--- src/rtl/reg_x_pkg.sv ---
// Shared constants for the loop-index register pair (I / IREF).
// Imported by reg_x and its enable-register sub-module.
package reg_x_pkg;

    // Default datapath width of I, IREF and the data buses.
    localparam int unsigned DefaultWidth = 16;

    // Value every register bit takes on reset.
    localparam logic ResetBit = 1'b0;

    // Full-width reset pattern for a register of the given width.
    function automatic logic [63:0] reset_pattern(input int unsigned width);
        logic [63:0] pat;
        pat = '0;
        for (int unsigned b = 0; b < 64; b++) begin
            if (b < width) begin
                pat[b] = ResetBit;
            end
        end
        return pat;
    endfunction

endpackage

--- src/rtl/reg_x_en_reg.sv ---
// Width-parameterised register with synchronous active-low clear and load enable.
// The clear wins over the load enable.
module en_reg
    import reg_x_pkg::*;
#(
    parameter int unsigned Width = DefaultWidth
) (
    input  logic             clk,
    input  logic             rst_n,
    input  logic             load,
    input  logic [Width-1:0] d,
    output logic [Width-1:0] q
);

    logic [Width-1:0] q_d;
    logic [Width-1:0] q_q;

    always_comb begin
        q_d = q_q;
        if (load) begin
            q_d = d;
        end
    end

    always_ff @(posedge clk) begin
        if (!rst_n) begin
            q_q <= {Width{ResetBit}};
        end else begin
            q_q <= q_d;
        end
    end

    assign q = q_q;

endmodule

--- src/rtl/reg_x.sv ---
// Loop-index register I and limit register IREF, both loaded from the shared data bus.
// Gated read outputs and an I == IREF flag for loop termination in the control unit.
module reg_x
    import reg_x_pkg::*;
#(
    parameter int unsigned WIDTH = DefaultWidth
) (
    input  logic             clk,
    input  logic             rst_n,
    input  logic             write_i,
    input  logic             write_iref,
    input  logic             read_i,
    input  logic             read_iref,
    input  logic [WIDTH-1:0] data_in,
    output logic             iflag,
    output logic [WIDTH-1:0] data_out_i,
    output logic [WIDTH-1:0] data_out_iref
);

    logic [WIDTH-1:0] i_q;
    logic [WIDTH-1:0] iref_q;

    en_reg #(
        .Width (WIDTH)
    ) u_i_reg (
        .clk   (clk),
        .rst_n (rst_n),
        .load  (write_i),
        .d     (data_in),
        .q     (i_q)
    );

    en_reg #(
        .Width (WIDTH)
    ) u_iref_reg (
        .clk   (clk),
        .rst_n (rst_n),
        .load  (write_iref),
        .d     (data_in),
        .q     (iref_q)
    );

    // Compare stored values only; no bypass from data_in, so iflag settles one edge after a write.
    always_comb begin
        iflag         = (i_q == iref_q);
        data_out_i    = '0;
        data_out_iref = '0;
        if (read_i) begin
            data_out_i = i_q;
        end
        if (read_iref) begin
            data_out_iref = iref_q;
        end
    end

endmodule

--- config.mk ---
export PLATFORM = sky130hd
export DESIGN_NAME = reg_x
export DESIGN_NICKNAME = d
export VERILOG_FILES = /design/src/rtl/reg_x_pkg.sv /design/src/rtl/reg_x_en_reg.sv /design/src/rtl/reg_x.sv
export SDC_FILE = /design/constraint.sdc
export NUM_CORES = 1
export LEC_CHECK = 0
export BUFFER_PORTS_ARGS = -buffer_cell sky130_fd_sc_hd__buf_2
export CAP_MARGIN = 30
export CORE_MARGIN = 1.5
export CORE_UTILIZATION = 49
export CTS_CLUSTER_DIAMETER = 100
export DETAILED_ROUTE_END_ITERATION = 8
export PLACE_DENSITY = 0.78
export SETUP_SLACK_MARGIN = 0.5
export SLEW_MARGIN = 25
export SYNTH_ARGS = -nofsm -noshare
export SYNTH_HDL_FRONTEND = slang
export SYNTH_SLANG_ARGS = --single-unit
--- constraint.sdc ---
create_clock -name clk -period 1.6 [get_ports clk]
set_clock_uncertainty 0.05 [all_clocks]
set_input_delay 0.48 -clock clk [delete_from_list [all_inputs] [get_ports clk]]
set_output_delay 0.48 -clock clk [all_outputs]
set_load 0.1 [all_outputs]
==> parameters.txt, run 1 <==
Parameter                              Value

Synthesis
  Yosys warning total    0
  Fraction of the mapped netlist area in simple logic gates    between 20% and 30%
  Area share of xor/xnor cells in the synthesized design    between 8 and 9%
  Average cell area after synthesis    approximately 10 µm²
  Compound-Gate Fraction of Synth Area    0%
  Cell variety after synth    11
  Share of synthesized cell area in full adder, half adder and majority cells    0%
  Synthesized netlist cell count    roughly 160
  Combinational family with the most area after synthesis    simple AND/OR/NAND/NOR gates
  Post-synth net total    between 150 and 200
  Post-synthesis instance area    1612 µm²
  Seq cells post-synth    32
  Share of synthesized area spent on multiplexers    between 15 and 20%
  Sequential area share after synthesis    39.75%

Run status
  First Error    [ERROR DPL-0033] detailed placement checks failed during check placement.
  Outcome    did not finish
  Halt point of the flow    4_1_cts

Floorplan
  Horizontal die dimension    a little over 60 µm
  Starting density of the core    a little over half
  Number of placement rows    20
  Height of the die    ~60 µm
  I/O Pins    55

Clocking
  Root buffer cell    sky130_fd_sc_hd__clkbuf_4
  Sinks on Clock Net    32
  Hold bufs inserted after CTS    0
  Post-cts sizing count    70
  Post-CTS setup-driven buffer insertion count    0
  Maximum count of clock buffers along a single path    2
  Number of H-tree levels    2
  Clock buffers created by TritonCTS    5

Place
  Placed wire-length estimate after detailed placement    ~3800 µm
  Pre-CTS setup slack    -0.2263 ns
  Instance area at placement    between 2000 and 3000 µm²
  Buffers on Ports    54
  Placed instance count    280
  Routability congestion estimate from global placement    a little over 0.8
[per-stage QoR]
step,TNS [ns],hold WS [ns]
global placement,-0.5468,0.4852
floorplan,-0.6509,0.4455
detailed placement,-0.8189,0.5131
[cell usage after synthesis, drive strengths merged]
| cell type | instances | area share [%] |
|---|---|---|
| and2 | 32 | 13 |
| buf | 4 | 3.3 |
| clkbuf | 5 | 1.2 |
| dfxtp | 32 | 40 |
| mux2i | 32 | 20 |
| nand4 | 4 | 1.6 |
| nor2b | 32 | 12 |
| nor4 | 1 | 0.78 |
| xnor2 | 16 | 8.7 |
[cells by family after synthesis]
kind of cell           Yosys count
flip-flops                      32
AND/OR/NAND/NOR                 69
multiplexers                    32
buffers and inverters            9
XOR/XNOR                        16
==> inputs of run 2 (changes only) <==
--- a/config.mk
+++ b/config.mk
@@ -8,11 +8,9 @@
 export BUFFER_PORTS_ARGS = -buffer_cell sky130_fd_sc_hd__buf_2
 export CAP_MARGIN = 30
 export CORE_MARGIN = 1.5
-export CORE_UTILIZATION = 49
-export CTS_CLUSTER_DIAMETER = 100
+export CORE_UTILIZATION = 40
 export DETAILED_ROUTE_END_ITERATION = 8
-export PLACE_DENSITY = 0.78
-export SETUP_SLACK_MARGIN = 0.5
+export PLACE_DENSITY_LB_ADDON = 0.15
 export SLEW_MARGIN = 25
 export SYNTH_ARGS = -nofsm -noshare
 export SYNTH_HDL_FRONTEND = slang
==> parameters.txt, run 2 <==
Parameter                              Value

GRT
  Wire length of the first global-routing pass    approximately 7000 µm
  Pin count of the biggest net entering global routing    33
  Vias in the first global route    around 1,500
  Global router's overall resource usage    a little over a fifth
  Total congestion overflow after global routing    0
  Initial antenna violation count    0

Synthesis
  Number of flops mapped to enable cells by yosys    0 (unchanged)
  Share of synthesized area spent on multiplexers    19.88% (unchanged)
  Fraction of the mapped netlist area in simple logic gates    27.25% (unchanged)
  Share of synthesized flip-flops with an asynchronous set or reset    0% (unchanged)
  Cell type contributing the most total cell area after synthesis    sky130_fd_sc_hd__dfxtp_1
  Post-synth net total    180 (unchanged)
  Seq cells post-synth    32 (unchanged)
  Top cells by instance count after synthesis    sky130_fd_sc_hd__dfxtp_1, sky130_fd_sc_hd__mux2i_1, sky130_fd_sc_hd__nor2b_1
  Sequential area share after synthesis    39.75% (unchanged)
  Synthesized netlist cell count    158 (unchanged)
  Yosys warning total    0 (unchanged)
  Proportion of netlist area held by the largest area contributor    39.75% (unchanged)
  Compound-Gate Fraction of Synth Area    0% (unchanged)
  Largest cells by area after synthesis    sky130_fd_sc_hd__dfxtp_1, sky130_fd_sc_hd__mux2i_1, sky130_fd_sc_hd__nor2b_1, sky130_fd_sc_hd__and2_1, sky130_fd_sc_hd__xnor2_1
  Dominant synthesized flop cell    sky130_fd_sc_hd__dfxtp_1
  Share of synthesized cell area in full adder, half adder and majority cells    0% (unchanged)
  Post-synthesis instance area    1612 µm² (unchanged)
  Average cell area after synthesis    10.20 µm² (unchanged)
  Cell variety after synth    11 (unchanged)
  Combinational family with the most area after synthesis    simple AND/OR/NAND/NOR gates
  Area share of xor/xnor cells in the synthesized design    8.696% (unchanged)

Place
  Buffers on Ports    54 (unchanged)
  Instance area at placement    2723 µm² (-0.28%)
  Placed wire-length estimate after detailed placement    2993 µm (-21%)
  Pre-CTS setup slack    -0.1923 ns (+0.03405 ns)
  Routability congestion estimate from global placement    0.7334 (-11%)

Routing
  Initial DRC Count    37
  Total length of routed wires    between 4000 and 5000 µm
  Remaining antenna violation count    0
  DRC violations left    0
  DRT Pass-1 Iters    4
  Routed length per instance    14.86 µm
  Vias per inst    slightly below 5
  Overall via count from detail_route    ~1,400

STA
  Transition at the pin with the smallest max-transition slack    between 0.4 and 0.5 ns
  Period utilization    128.6%
  Number of max-slew violations in the final report    0
  Total of endpoints with negative setup slack in the final report    1
  Worst slew margin relative to its limit    between 70% and 80%
  FMAX    about 490 MHz
  Count of final hold-check violations    0
  Setup WS post-layout    -0.4575 ns
  Setup repair after global routing missed its margin    yes
  Min Tclk post-route    between 2 and 2.5 ns

Floorplan
  I/O Pins    55 (unchanged)
  Starting density of the core    42.73% (-9.6 points)
  Area inside the core boundary    3771 µm²
  Height of the die    66.48 µm (+10%)
  Horizontal die dimension    66.48 µm (+10%)
  Number of placement rows    22 (+10%)
  Overall die area    about 4400 µm²

Worst setup path
  Arrival @ worst endpoint    between 1.5 and 2 ns
  Buffering stage count on the worst path with inverters included    1
  Family with the most delay on the worst path    simple AND/OR/NAND/NOR gates
  Worst-path fanout max    2
  Source of the worst register-to-register timing path    u_iref_reg.q[6]$_SDFFE_PN0P_
  CP max stage delay    approximately 0.35 ns
  Critical setup path kind    flop to output pin
  Cells along the critical path    xnor2_2 > nand4_1 > nor4_4 > buf_12
  Data required time at the worst endpoint    1.07 ns
  Slowest CP cell    sky130_fd_sc_hd__nor4_4
  Setup slack of the most critical reg-to-reg path    0.77 ns
  Critical Path Source Type    flop
  Origin of the worst setup path    u_i_reg.q[10]$_SDFFE_PN0P_
  Crit path capture type    output pin

Clocking
  Maximum count of clock buffers along a single path    2 (unchanged)
  Hold bufs inserted after CTS    0 (unchanged)
  Clock Latency Late Sink    between 0.2 and 0.3 ns
  CTS tree    built
  Post-CTS setup-driven buffer insertion count    0 (unchanged)
  CTS clk-pin slew, worst paths    approximately 0.060 ns
  Root buffer cell    sky130_fd_sc_hd__clkbuf_8
  Sinks on Clock Net    32 (unchanged)
  Clock buffers created by TritonCTS    5 (unchanged)
  Number of H-tree levels    2 (unchanged)

Final layout
  Count of nets after finishing    roughly 260
  Signed area change from the synthesized netlist to the final layout    82.22%
  Count of antenna diodes in the layout    0
  Summed area of non-filler cells in the final layout    around 2900 µm²
  Leading cell type in the layout, fill and taps excluded    sky130_fd_sc_hd__buf_12
  Fraction of layout instances using a drive strength above 1    between 60% and 70%
  Most frequent cells in the layout    sky130_fd_sc_hd__buf_12, sky130_fd_sc_hd__mux2i_1, sky130_fd_sc_hd__nor2b_1

Power
  Reg power frac    39.2%
  Power density relative to cell area    around 780 nW/µm²
  Max rail drop VDD    ~610 µV
  Switching pwr    between 700 and 800 µW
  P_int    about 1.6 mW
  Share of total power consumed by net switching    about a third
  Clk pwr share    between 20% and 30%
  Leakage power figure    around 1.3 nW
  Part of the total power dissipated in combinational logic    33.3%

Flow run
  Total of max-cap violations    0

Hold path
  Min-delay src    data_in[1]
  Min-Delay Path Class    input port to flop

Run status
  Violations in the final reports    setup timing
  Outcome    finished with violations
-- run 2: cell counts after synthesis --
Identical to the previous run, type by type.
-- run 2: path summary, 6_finish.rpt --
path,end,depth (start not counted)
worst min-delay path,u_iref_reg.q[1]$_SDFFE_PN0P_,3
worst min register to register,u_iref_reg.q[3]$_SDFFE_PN0P_,2
worst max register to register,u_iref_reg.q[6]$_SDFFE_PN0P_,3
worst max-delay path,iflag,4
-- run 2: worst reg2reg max path, delay by kind of cell (launching register included) --
kind	cells	cell delay, ns
buffers and inverters	1	0.13
DFF	1	0.33
muxes	1	0.15
and+or+nand+nor	1	0.06
-- run 2: layer usage --
layer,share of wire (%),up-vias,track usage (%)
met2,54,38,37.88
li1,-,679,-
met1,41,672,24.50
met5,0,-,0
met3,4.6,5,4.561
met4,1.1,0,6.888
-- run 2: logic make-up (layout without fill, tap and decap cells) --
family        after synthesis  count (layout)
simple gates               69              69
mux                        32              32
flops                      32              32
xor+xnor                   16              16
buf+inv                     9              93
-- run 2: metrics by stage --
step | utilization (%) | hold slack, ns | setup TNS [ns] | instances | total power, mW
2_1_floorplan | - | 0.4455 | -0.7142 | 158 | 1.340
3_3_place_gp | 72.20 | 0.4829 | -0.7456 | 282 | 1.613
3_5_place_dp | 72.20 | 0.4972 | -0.7785 | 282 | 1.628
4_1_cts | 75.45 | 0.4226 | -0.4580 | 289 | 2.271
5_1_grt | 77.87 | 0.4396 | -0.5521 | 290 | 2.379
6_report | 77.87 | 0.4233 | -0.4575 | 290 | 2.279
-- run 2: cell type report --
class	instances	area [µm²]
clock buffers	8	90.09
repair buffers	85	1107
fillers	229	834.6
well taps	48	60.06
flip-flops and latches	32	678.2
multi-input cells	117	1001
-- run 2: repair_timing --
action	CTS	global route
setup endpoints to repair	18	23
pin swaps	5	3
cloned	0	1
gates resized for setup	29	27
-- run 2: power by group through the flow --
stage | clock (mW) | sequential (mW) | combinational [mW]
after CTS | 0.641 | 0.887 | 0.743
after global routing | 0.687 | 0.898 | 0.793
after floorplan | 0 | 0.896 | 0.444
after global placement | 0 | 0.894 | 0.719
final | 0.627 | 0.894 | 0.758
after detailed placement | 0 | 0.897 | 0.731
(Power assumes the default switching activity.)
